File: config.mk
export PLATFORM = sky130hd
export DESIGN_NAME = spi_fl_sequencer
export DESIGN_NICKNAME = d
export VERILOG_FILES = /design/src/rtl/spi_fl_pkg.sv /design/src/rtl/spi_fl_cmd_issuer.sv /design/src/rtl/spi_fl_sequencer.sv
export SDC_FILE = /design/constraint.sdc
export NUM_CORES = 1
export LEC_CHECK = 0
export CORE_UTILIZATION = 45
export DETAILED_ROUTE_END_ITERATION = 10
export GPL_TIMING_DRIVEN = 0
export HOLD_SLACK_MARGIN = 0.06
export PLACE_DENSITY = 0.73
export SLEW_MARGIN = 20
export SYNTH_ARGS = -nofsm -noshare
export SYNTH_HDL_FRONTEND = slang
export SYNTH_SLANG_ARGS = --single-unit
File: constraint.sdc
create_clock -name clk -period 8.05 [get_ports clk]
set_clock_uncertainty 0.1 [all_clocks]
set_input_delay 1.61 -clock clk [delete_from_list [all_inputs] [get_ports clk]]
set_output_delay 1.61 -clock clk [all_outputs]
set_load 0.03 [all_outputs]
File: src/rtl/spi_fl_pkg.sv
// spi_fl_pkg: opcodes, commtypes, request op codes and bus widths shared
// by the SPI flash command sequencer and its command issuer.
package spi_fl_pkg;

    localparam int DATA_W = 32;
    localparam int ADDR_W = 24;
    localparam int CMD_W  = 8;
    localparam int CT_W   = 3;

    localparam logic [CMD_W-1:0] FL_READ = 8'h03;
    localparam logic [CMD_W-1:0] FL_RDID = 8'h9F;
    localparam logic [CMD_W-1:0] FL_WREN = 8'h06;
    localparam logic [CMD_W-1:0] FL_PP   = 8'h02;
    localparam logic [CMD_W-1:0] FL_SE   = 8'h20;
    localparam logic [CMD_W-1:0] FL_RDSR = 8'h05;

    localparam logic [CT_W-1:0] CT_CMD           = 3'b000;
    localparam logic [CT_W-1:0] CT_CMD_ANS       = 3'b001;
    localparam logic [CT_W-1:0] CT_CMD_ADDR_ANS  = 3'b010;
    localparam logic [CT_W-1:0] CT_CMD_DATA      = 3'b011;
    localparam logic [CT_W-1:0] CT_CMD_ADDR_DATA = 3'b100;
    localparam logic [CT_W-1:0] CT_CMD_ADDR      = 3'b101;
    localparam logic [CT_W-1:0] CT_IDLE          = 3'b111;

    typedef enum logic [1:0] {
        OP_READ    = 2'd0,
        OP_READ_ID = 2'd1,
        OP_PROGRAM = 2'd2,
        OP_ERASE   = 2'd3
    } fl_op_e;

    // Commtypes for which the master returns an answer word.
    function automatic logic ct_has_ans(input logic [CT_W-1:0] ct);
        return (ct == CT_CMD_ANS) || (ct == CT_CMD_ADDR_ANS);
    endfunction

endpackage

File: src/rtl/spi_fl_cmd_issuer.sv
// spi_fl_cmd_issuer: runs one command through the master handshake
// (validflag / tready / validflag_out) with ack timeout and answer capture.
// Ports: start/cmd/commtype/addr/data in; done/err/ans out; m_* to master.
module spi_fl_cmd_issuer
    import spi_fl_pkg::*;
#(
    parameter int ACK_TIMEOUT = 64
) (
    input  logic              clk,
    input  logic              rst,
    input  logic              start,
    input  logic [CMD_W-1:0]  cmd,
    input  logic [CT_W-1:0]   commtype,
    input  logic [ADDR_W-1:0] addr,
    input  logic [DATA_W-1:0] data,
    output logic              done,
    output logic              err,
    output logic [DATA_W-1:0] ans,
    output logic [DATA_W-1:0] m_data_in,
    output logic [ADDR_W-1:0] m_address,
    output logic [CMD_W-1:0]  m_command,
    output logic [CT_W-1:0]   m_commtype,
    output logic              m_valid,
    input  logic [DATA_W-1:0] m_data_out,
    input  logic              m_valid_out,
    input  logic              m_tready
);

    localparam int AW = $clog2(ACK_TIMEOUT) + 1;

    typedef enum logic [1:0] {I_IDLE, I_SEND, I_ACK, I_FIN} istate_e;

    istate_e       state, state_n;
    logic [AW-1:0] ack_cnt;
    logic          ans_seen;
    logic          load;

    always_comb begin
        state_n = state;
        load    = 1'b0;
        m_valid = 1'b0;
        done    = 1'b0;
        err     = 1'b0;
        unique case (state)
            I_IDLE: begin
                if (start && m_tready) begin
                    load    = 1'b1;
                    state_n = I_SEND;
                end
            end
            // Gated by tready so a late tready drop never sees validflag.
            I_SEND: begin
                if (m_tready) begin
                    m_valid = 1'b1;
                    state_n = I_ACK;
                end
            end
            I_ACK: begin
                if (!m_tready) begin
                    state_n = I_FIN;
                end else if (ack_cnt == AW'(ACK_TIMEOUT - 1)) begin
                    err     = 1'b1;
                    state_n = I_IDLE;
                end
            end
            I_FIN: begin
                if (m_tready && (ans_seen || !ct_has_ans(m_commtype))) begin
                    done    = 1'b1;
                    state_n = I_IDLE;
                end
            end
            default: state_n = I_IDLE;
        endcase
    end

    always_ff @(posedge clk or posedge rst) begin
        if (rst) begin
            state      <= I_IDLE;
            ack_cnt    <= '0;
            ans_seen   <= 1'b0;
            ans        <= '0;
            m_data_in  <= '0;
            m_address  <= '0;
            m_command  <= '0;
            m_commtype <= CT_IDLE;
        end else begin
            state <= state_n;
            if (load) begin
                m_command  <= cmd;
                m_commtype <= commtype;
                m_address  <= addr;
                m_data_in  <= data;
            end else if (done || err) begin
                m_commtype <= CT_IDLE;
            end
            if (state == I_SEND) begin
                ack_cnt  <= '0;
                ans_seen <= 1'b0;
            end else if (state == I_ACK && m_tready) begin
                ack_cnt <= ack_cnt + 1'b1;
            end
            // Answer may arrive while tready is still low; keep it sticky.
            if ((state == I_ACK || state == I_FIN) && m_valid_out) begin
                ans_seen <= 1'b1;
                ans      <= m_data_out;
            end
        end
    end

endmodule

File: src/rtl/spi_fl_sequencer.sv
// spi_fl_sequencer: expands READ / READ_ID / PROGRAM / ERASE requests into
// WREN, op and status-poll commands for the spi_fl master.
// Ports: req_*/resp_* CPU side, busy, m_* to/from spi_master_fl.
module spi_fl_sequencer
    import spi_fl_pkg::*;
#(
    parameter int POLL_MAX    = 1024,
    parameter int ACK_TIMEOUT = 64
) (
    input  logic              clk,
    input  logic              rst,
    input  logic              req_valid,
    output logic              req_ready,
    input  logic [1:0]        req_op,
    input  logic [ADDR_W-1:0] req_addr,
    input  logic [DATA_W-1:0] req_wdata,
    output logic              resp_valid,
    output logic [DATA_W-1:0] resp_rdata,
    output logic              resp_err,
    output logic              busy,
    output logic [DATA_W-1:0] m_data_in,
    output logic [ADDR_W-1:0] m_address,
    output logic [CMD_W-1:0]  m_command,
    output logic [CT_W-1:0]   m_commtype,
    output logic              m_valid,
    input  logic [DATA_W-1:0] m_data_out,
    input  logic              m_valid_out,
    input  logic              m_tready
);

    localparam int PW = $clog2(POLL_MAX) + 1;

    typedef enum logic [2:0] {S_IDLE, S_WREN, S_OPCMD, S_POLL, S_RESP} state_e;

    state_e            state, state_n;
    fl_op_e            op_r;
    logic [ADDR_W-1:0] addr_r;
    logic [DATA_W-1:0] wdata_r;
    logic [PW-1:0]     poll_cnt;
    logic              err_r;

    logic              iss_start, iss_done, iss_err;
    logic [DATA_W-1:0] iss_ans;
    logic [CMD_W-1:0]  cmd;
    logic [CT_W-1:0]   ct;

    logic is_wr, req_is_wr, wip, poll_last;

    assign is_wr     = (op_r == OP_PROGRAM) || (op_r == OP_ERASE);
    assign req_is_wr = (fl_op_e'(req_op) == OP_PROGRAM) ||
                       (fl_op_e'(req_op) == OP_ERASE);
    assign wip       = iss_ans[24];
    assign poll_last = (poll_cnt == PW'(POLL_MAX - 1));

    assign req_ready  = (state == S_IDLE);
    assign busy       = (state != S_IDLE);
    assign resp_valid = (state == S_RESP);
    assign resp_err   = (state == S_RESP) && err_r;

    always_comb begin
        state_n   = state;
        iss_start = 1'b0;
        cmd       = FL_RDSR;
        ct        = CT_CMD_ANS;
        unique case (state)
            S_IDLE: begin
                if (req_valid) state_n = req_is_wr ? S_WREN : S_OPCMD;
            end
            S_WREN: begin
                iss_start = 1'b1;
                cmd       = FL_WREN;
                ct        = CT_CMD;
                if (iss_err)       state_n = S_RESP;
                else if (iss_done) state_n = S_OPCMD;
            end
            S_OPCMD: begin
                iss_start = 1'b1;
                unique case (op_r)
                    OP_READ:    begin cmd = FL_READ; ct = CT_CMD_ADDR_ANS;  end
                    OP_READ_ID: begin cmd = FL_RDID; ct = CT_CMD_ANS;       end
                    OP_PROGRAM: begin cmd = FL_PP;   ct = CT_CMD_ADDR_DATA; end
                    OP_ERASE:   begin cmd = FL_SE;   ct = CT_CMD_ADDR;      end
                    default:    begin cmd = FL_READ; ct = CT_CMD_ADDR_ANS;  end
                endcase
                if (iss_err)       state_n = S_RESP;
                else if (iss_done) state_n = is_wr ? S_POLL : S_RESP;
            end
            S_POLL: begin
                iss_start = 1'b1;
                if (iss_err) state_n = S_RESP;
                else if (iss_done && (!wip || poll_last)) state_n = S_RESP;
            end
            S_RESP:  state_n = S_IDLE;
            default: state_n = S_IDLE;
        endcase
    end

    always_ff @(posedge clk or posedge rst) begin
        if (rst) begin
            state      <= S_IDLE;
            op_r       <= OP_READ;
            addr_r     <= '0;
            wdata_r    <= '0;
            poll_cnt   <= '0;
            err_r      <= 1'b0;
            resp_rdata <= '0;
        end else begin
            state <= state_n;
            if (state == S_IDLE && req_valid) begin
                op_r     <= fl_op_e'(req_op);
                addr_r   <= req_addr;
                wdata_r  <= req_wdata;
                poll_cnt <= '0;
                err_r    <= 1'b0;
            end
            if (iss_err) err_r <= 1'b1;
            if (iss_done && state == S_OPCMD && !is_wr) begin
                resp_rdata <= iss_ans;
            end
            if (iss_done && state == S_POLL) begin
                resp_rdata <= iss_ans;
                if (wip && poll_last) err_r <= 1'b1;
                if (wip && !poll_last) poll_cnt <= poll_cnt + 1'b1;
            end
        end
    end

    spi_fl_cmd_issuer #(
        .ACK_TIMEOUT (ACK_TIMEOUT)
    ) u_issuer (
        .clk         (clk),
        .rst         (rst),
        .start       (iss_start),
        .cmd         (cmd),
        .commtype    (ct),
        .addr        (addr_r),
        .data        (wdata_r),
        .done        (iss_done),
        .err         (iss_err),
        .ans         (iss_ans),
        .m_data_in   (m_data_in),
        .m_address   (m_address),
        .m_command   (m_command),
        .m_commtype  (m_commtype),
        .m_valid     (m_valid),
        .m_data_out  (m_data_out),
        .m_valid_out (m_valid_out),
        .m_tready    (m_tready)
    );

endmodule

Word-level counts from Yosys, hierarchy flattened:

Cells that the tools add are included.

* flip-flop bits (word level): 214
* bits of input ports: 95
* logic and storage cells: 120

* add/sub/neg operators: 2
* eq/ne operators: 24
* muxes and demuxes: 45
* reduce and logical (&&, ||, !) cells: 34

Operators by type and width (number)
* 2-to-1 mux 32 bit: 2
* 2-to-1 mux 11 bit: 3
* one-hot mux 8 bit (4 select lines): 1
* 2-to-1 mux 3 bit: 10
* one-hot mux 3 bit (4 select lines): 2
* 2-to-1 mux 1 bit: 16
* one-hot mux 8 bit (2 select lines): 1
* 2-to-1 mux 7 bit: 2
* == test 2 bit, second input constant: 6
* logical AND 1 bit: 12
* 2-to-1 mux 2 bit: 6
* != test 3 x 2 -> 1 bit, second input constant: 4
* adder 11 x 1 -> 11 bit, second input constant: 1
* == test 11 x 10 -> 1 bit, second input constant: 1
* == test 3 x 2 -> 1 bit, second input constant: 3
* one-hot mux 2 bit (4 select lines): 1
* AND reduction 4 bit: 2
* nonzero test 2 bit: 4
* adder 7 x 1 -> 7 bit, second input constant: 1
* == test 7 x 6 -> 1 bit, second input constant: 1
* logical OR 1 bit: 7
* == test 3 x 1 -> 1 bit, second input constant: 2
* one-hot mux 3 bit (2 select lines): 1
* == test 2 x 1 -> 1 bit, second input constant: 2
* other kinds (8): 14

Longest topological paths before layout:

* word-level depth: 11
* depth in mapped cells: 8
* mapped depth without buffers: 6

Hierarchy:

A second synthesis with hierarchy kept.

* cell total of the unflattened synthesis: 726
* area, all modules: 8947.3 um2

Modules (own cells, without submodules)
* spi_fl_sequencer: times used 1, cells each 427, area each 4534.3 um2, sequential area each 2627.5 um2
* spi_fl_cmd_issuer: times used 1, cells each 299, area each 4413.0 um2, sequential area each 2731.4 um2

Worst setup path after synthesis:

Ideal clock, no wire load.

* kind: in2out
* from: in m_tready
* to: out m_valid
* arrival time: 2.086 ns
* required time: 6.340 ns
* path slack: 4.254 ns
* stages on the path: 2
* path buffers: 1
* path through: buf_4 and3_1

* cells in the longest elaborated chain, start to end: 2

RTL lines
* start, declared: line spi_fl_sequencer.sv:28 `input logic m_tready`
* 2-to-1 mux 1 bit: line spi_fl_cmd_issuer.sv:53 `if (m_tready) begin`
* 2-to-1 mux 1 bit: line spi_fl_cmd_issuer.sv:44 `unique case (state)`
* end, declared: line spi_fl_sequencer.sv:25 `output logic m_valid,`

No other way between the ends.

Final worst setup path:

Ends and elaborated chain as after synthesis.

==> impl_metrics.toml <==
[clock_tree]
cts_tree = "built"
cts_setup_buffers = 0
htreeDepth = 1
post_cts_resized = 0
clk_pin_slew_worst_paths_ns = 0.06
clkLatencyLatePin_ns = 0.49
clockRootBuffer = "clkbuf_16"
clk_path_buf_depth = 3
postCtsHoldBufs = 0
cts_sinks = 211
cts_made_buffers = 23

[power]
p_leak_nw = 5.519
peakVddDrop_mv = 0.2396
fin_total_pwr_mw = 4.826
p_per_area_mw_per_mm2 = 413.5

[worst_setup_path]
arrival_ns = 2.60
required_ns = 6.34
start_kind = "input port"
path_class = "in -> out"
reg2reg_depth = 5
cp_max_fo = 10
worst-r2r-setup-slack_ns = 5.80
regToRegEndpoint = "u_issuer.m_command[2]$_DFFE_PP0N_"
end_kind = "output port"
r2r_start = "state[1]$_DFFE_PP0P_"

[synthesis]
async_flop_share_pct = 100.0
synth_top_area_share_pct = 61.14
synthesis.area_mm2 = 0.008513
ys.warnings.count = 0
synth_top_cell_by_area = "dfrtp_1"
ys_top_cells_by_count = "nand2_1, dfrtp_1, mux2_2"
synth_ff_type = "dfrtp_1"
syn_nets = 917
synth_most_common_cell = "nand2_1"
syn_inst = 820
synth_area_leaders = "dfrtp_1, nand2_1, mux2_2"
syn_avg_cell_area_um2 = 10.38
synth_seq_cells = 211
yosysUniqueCellTypes = 56
synth-edff-count = 0
seq_area_frac_synth_pct = 62.07

[routing]
vias = 6345
drt_iter0_drc = 303
remaining_drc_errors = 0
wire_per_inst_um = 15.72
viasPerCell = 4.938
dr.pass1.iters = 4
routed_wl_um = 20190
detail-route-antenna-nets = 0

[sta]
hold_viol = 0
setup_viol = 0
worst_slew_pin_slew_ns = 0.8938
rsz0062_at_grt = "false"
slew_viol_final = 0
min_period_over_period_pct = 53.57
setup_slack_ns = 3.738
fin_crit_ns = 4.312
slew_headroom_pct = 39.91
max_freq_ghz = 0.2319

[die]
die_area_mm2 = 0.01947
io_pins = 199
core_mm2 = 0.01827
die_h_um = 139.5
die_w_um = 139.5
floorplan.rows = 49
start_util_pct = 46.60

[global_route]
grt_util_all_layers_pct = 21.12
grt_antenna_before_repair = 0
grt_pass1_wl_um = 33000
overflow = 0
grt_max_degree = 80
grt_pass1_vias = 6422

[final_layout]
multi_input_comb_area_mm2 = 0.002972
syn_to_final_growth_pct = 37.10
seqCellArea_mm2 = 0.005284
drive_above_1_share_pct = 13.45
nets = 1140
fin_cells = 1285
diodes = 0
nFillCells = 1468

[placed_design]
portBuffers = 196
dp_slack_ns = 3.732
dp_hpwl_um = 14000
globalplace.congestion = 0.7897
dp_cells = 1247

[hold_path]
holdPathStages = 2
min_path_type = "reg -> reg"
min_to = "u_issuer.m_data_in[11]$_DFFE_PP0N_"
hp-start = "wdata_r[11]$_DFFE_PP0P_"

[outcome]
status = "complete, no violations"

[job]
maxCapViolations = 0
## cell type report
type / count / area share [%]
Multi-Input combinational cell: 560 / 25.46
Tap cell: 229 / 2.455
Buffer: 43 / 2.015
Inverter: 6 / 0.2573
Clock inverter: 9 / 1.705
Timing Repair Buffer: 198 / 17.28
Sequential cell: 211 / 45.27
Clock buffer: 29 / 5.553
## through the flow
step | area (um^2) | setup TNS [ns] | hold WS [ns] | util [%]
after floorplan | 8513 | 0 | 0.3386 | -
after global placement | 10760 | -442.29 | 0.3440 | 58.90
after detailed placement | 10820 | 0 | 0.3501 | 59.25
after CTS | 11670 | 0 | 0.3591 | 63.88
after global routing | 11670 | 0 | 0.3709 | 63.88
final | 11670 | 0 | 0.3624 | 63.88
## cells by family (layout without fill, tap and decap cells)
family	Yosys count	after routing	synth area share, %
AOI/OAI and AO/OA	48	48	3.601
DFF	211	211	62.07
and+or+nand+nor	434	434	21.21
adders and majority gates	2	2	0.2939
xor gates and xnor gates	5	5	0.5144
other	1	1	0.04405
buffers and inverters	49	285	3.028
muxes	70	70	9.245
## metal layers
metal	part of all wire [%]	global-route usage [%]	wire length, um	vias up
li1	-	-	-	3093
met1	44	28.30	8910	3048
met2	47	34.44	9434	177
met3	6.9	5.299	1391	27
met4	2.3	5.437	458	0
met5	0	0	0	-
## sequential cells by signal, indices dropped and copies added, names as in the netlist
register	flops
state	3
u_issuer.ans_seen	1
u_issuer.m_address	24
addr_r	24
poll_cnt	11
u_issuer.m_commtype	3
u_issuer.m_command	5
u_issuer.m_data_in	32
u_issuer.ack_cnt	7
wdata_r	32
resp_rdata	32
err_r	1
op_r	2
u_issuer.state	2
u_issuer.ans	32
## power by group
part / leakage (nW) / switching (mW) / internal [mW]
registers: 2.63 / 0.272 / 1.52
logic: 2.47 / 1.07 / 0.801
clock network: 0.418 / 0.410 / 0.757
## worst max-delay path by stage
stage | start | to | slack [ns] | cells past startpoint
final | m_tready | m_valid | 3.74 | 3
after global routing | m_tready | m_valid | 3.70 | 3
after CTS | m_tready | m_valid | 3.73 | 3
after detailed placement | m_tready | m_valid | 3.73 | 3
after global placement | rst | u_issuer.m_address[21]$_DFFE_PP0N_ | -2.14 | 2
after floorplan | rst | addr_r[0]$_DFFE_PP0P_ | 0.58 | 1
## critical path, cell delays in order
cell and delay (ns):
buf_4 0.15, and3_1 0.18, clkdlybuf4s50_1 0.67
## layout by cell type (no fill, tap or decap), drive strengths merged, types with 3 or more instances in the layout
master and count:
a21oi 15, a31oi 3, and3 5, buf 32, bufinv 6, clkbuf 42
clkdlybuf4s50 196, dfrtp 208, dfstp 3, inv 7, mux2 66, mux2i 4
nand2 365, nand2b 8, nand3 12, nor2 15, nor2b 4, nor3 7
nor4 6, o21ai 12, xnor2 4
Note: power is estimated with default switching activity, not from simulation.
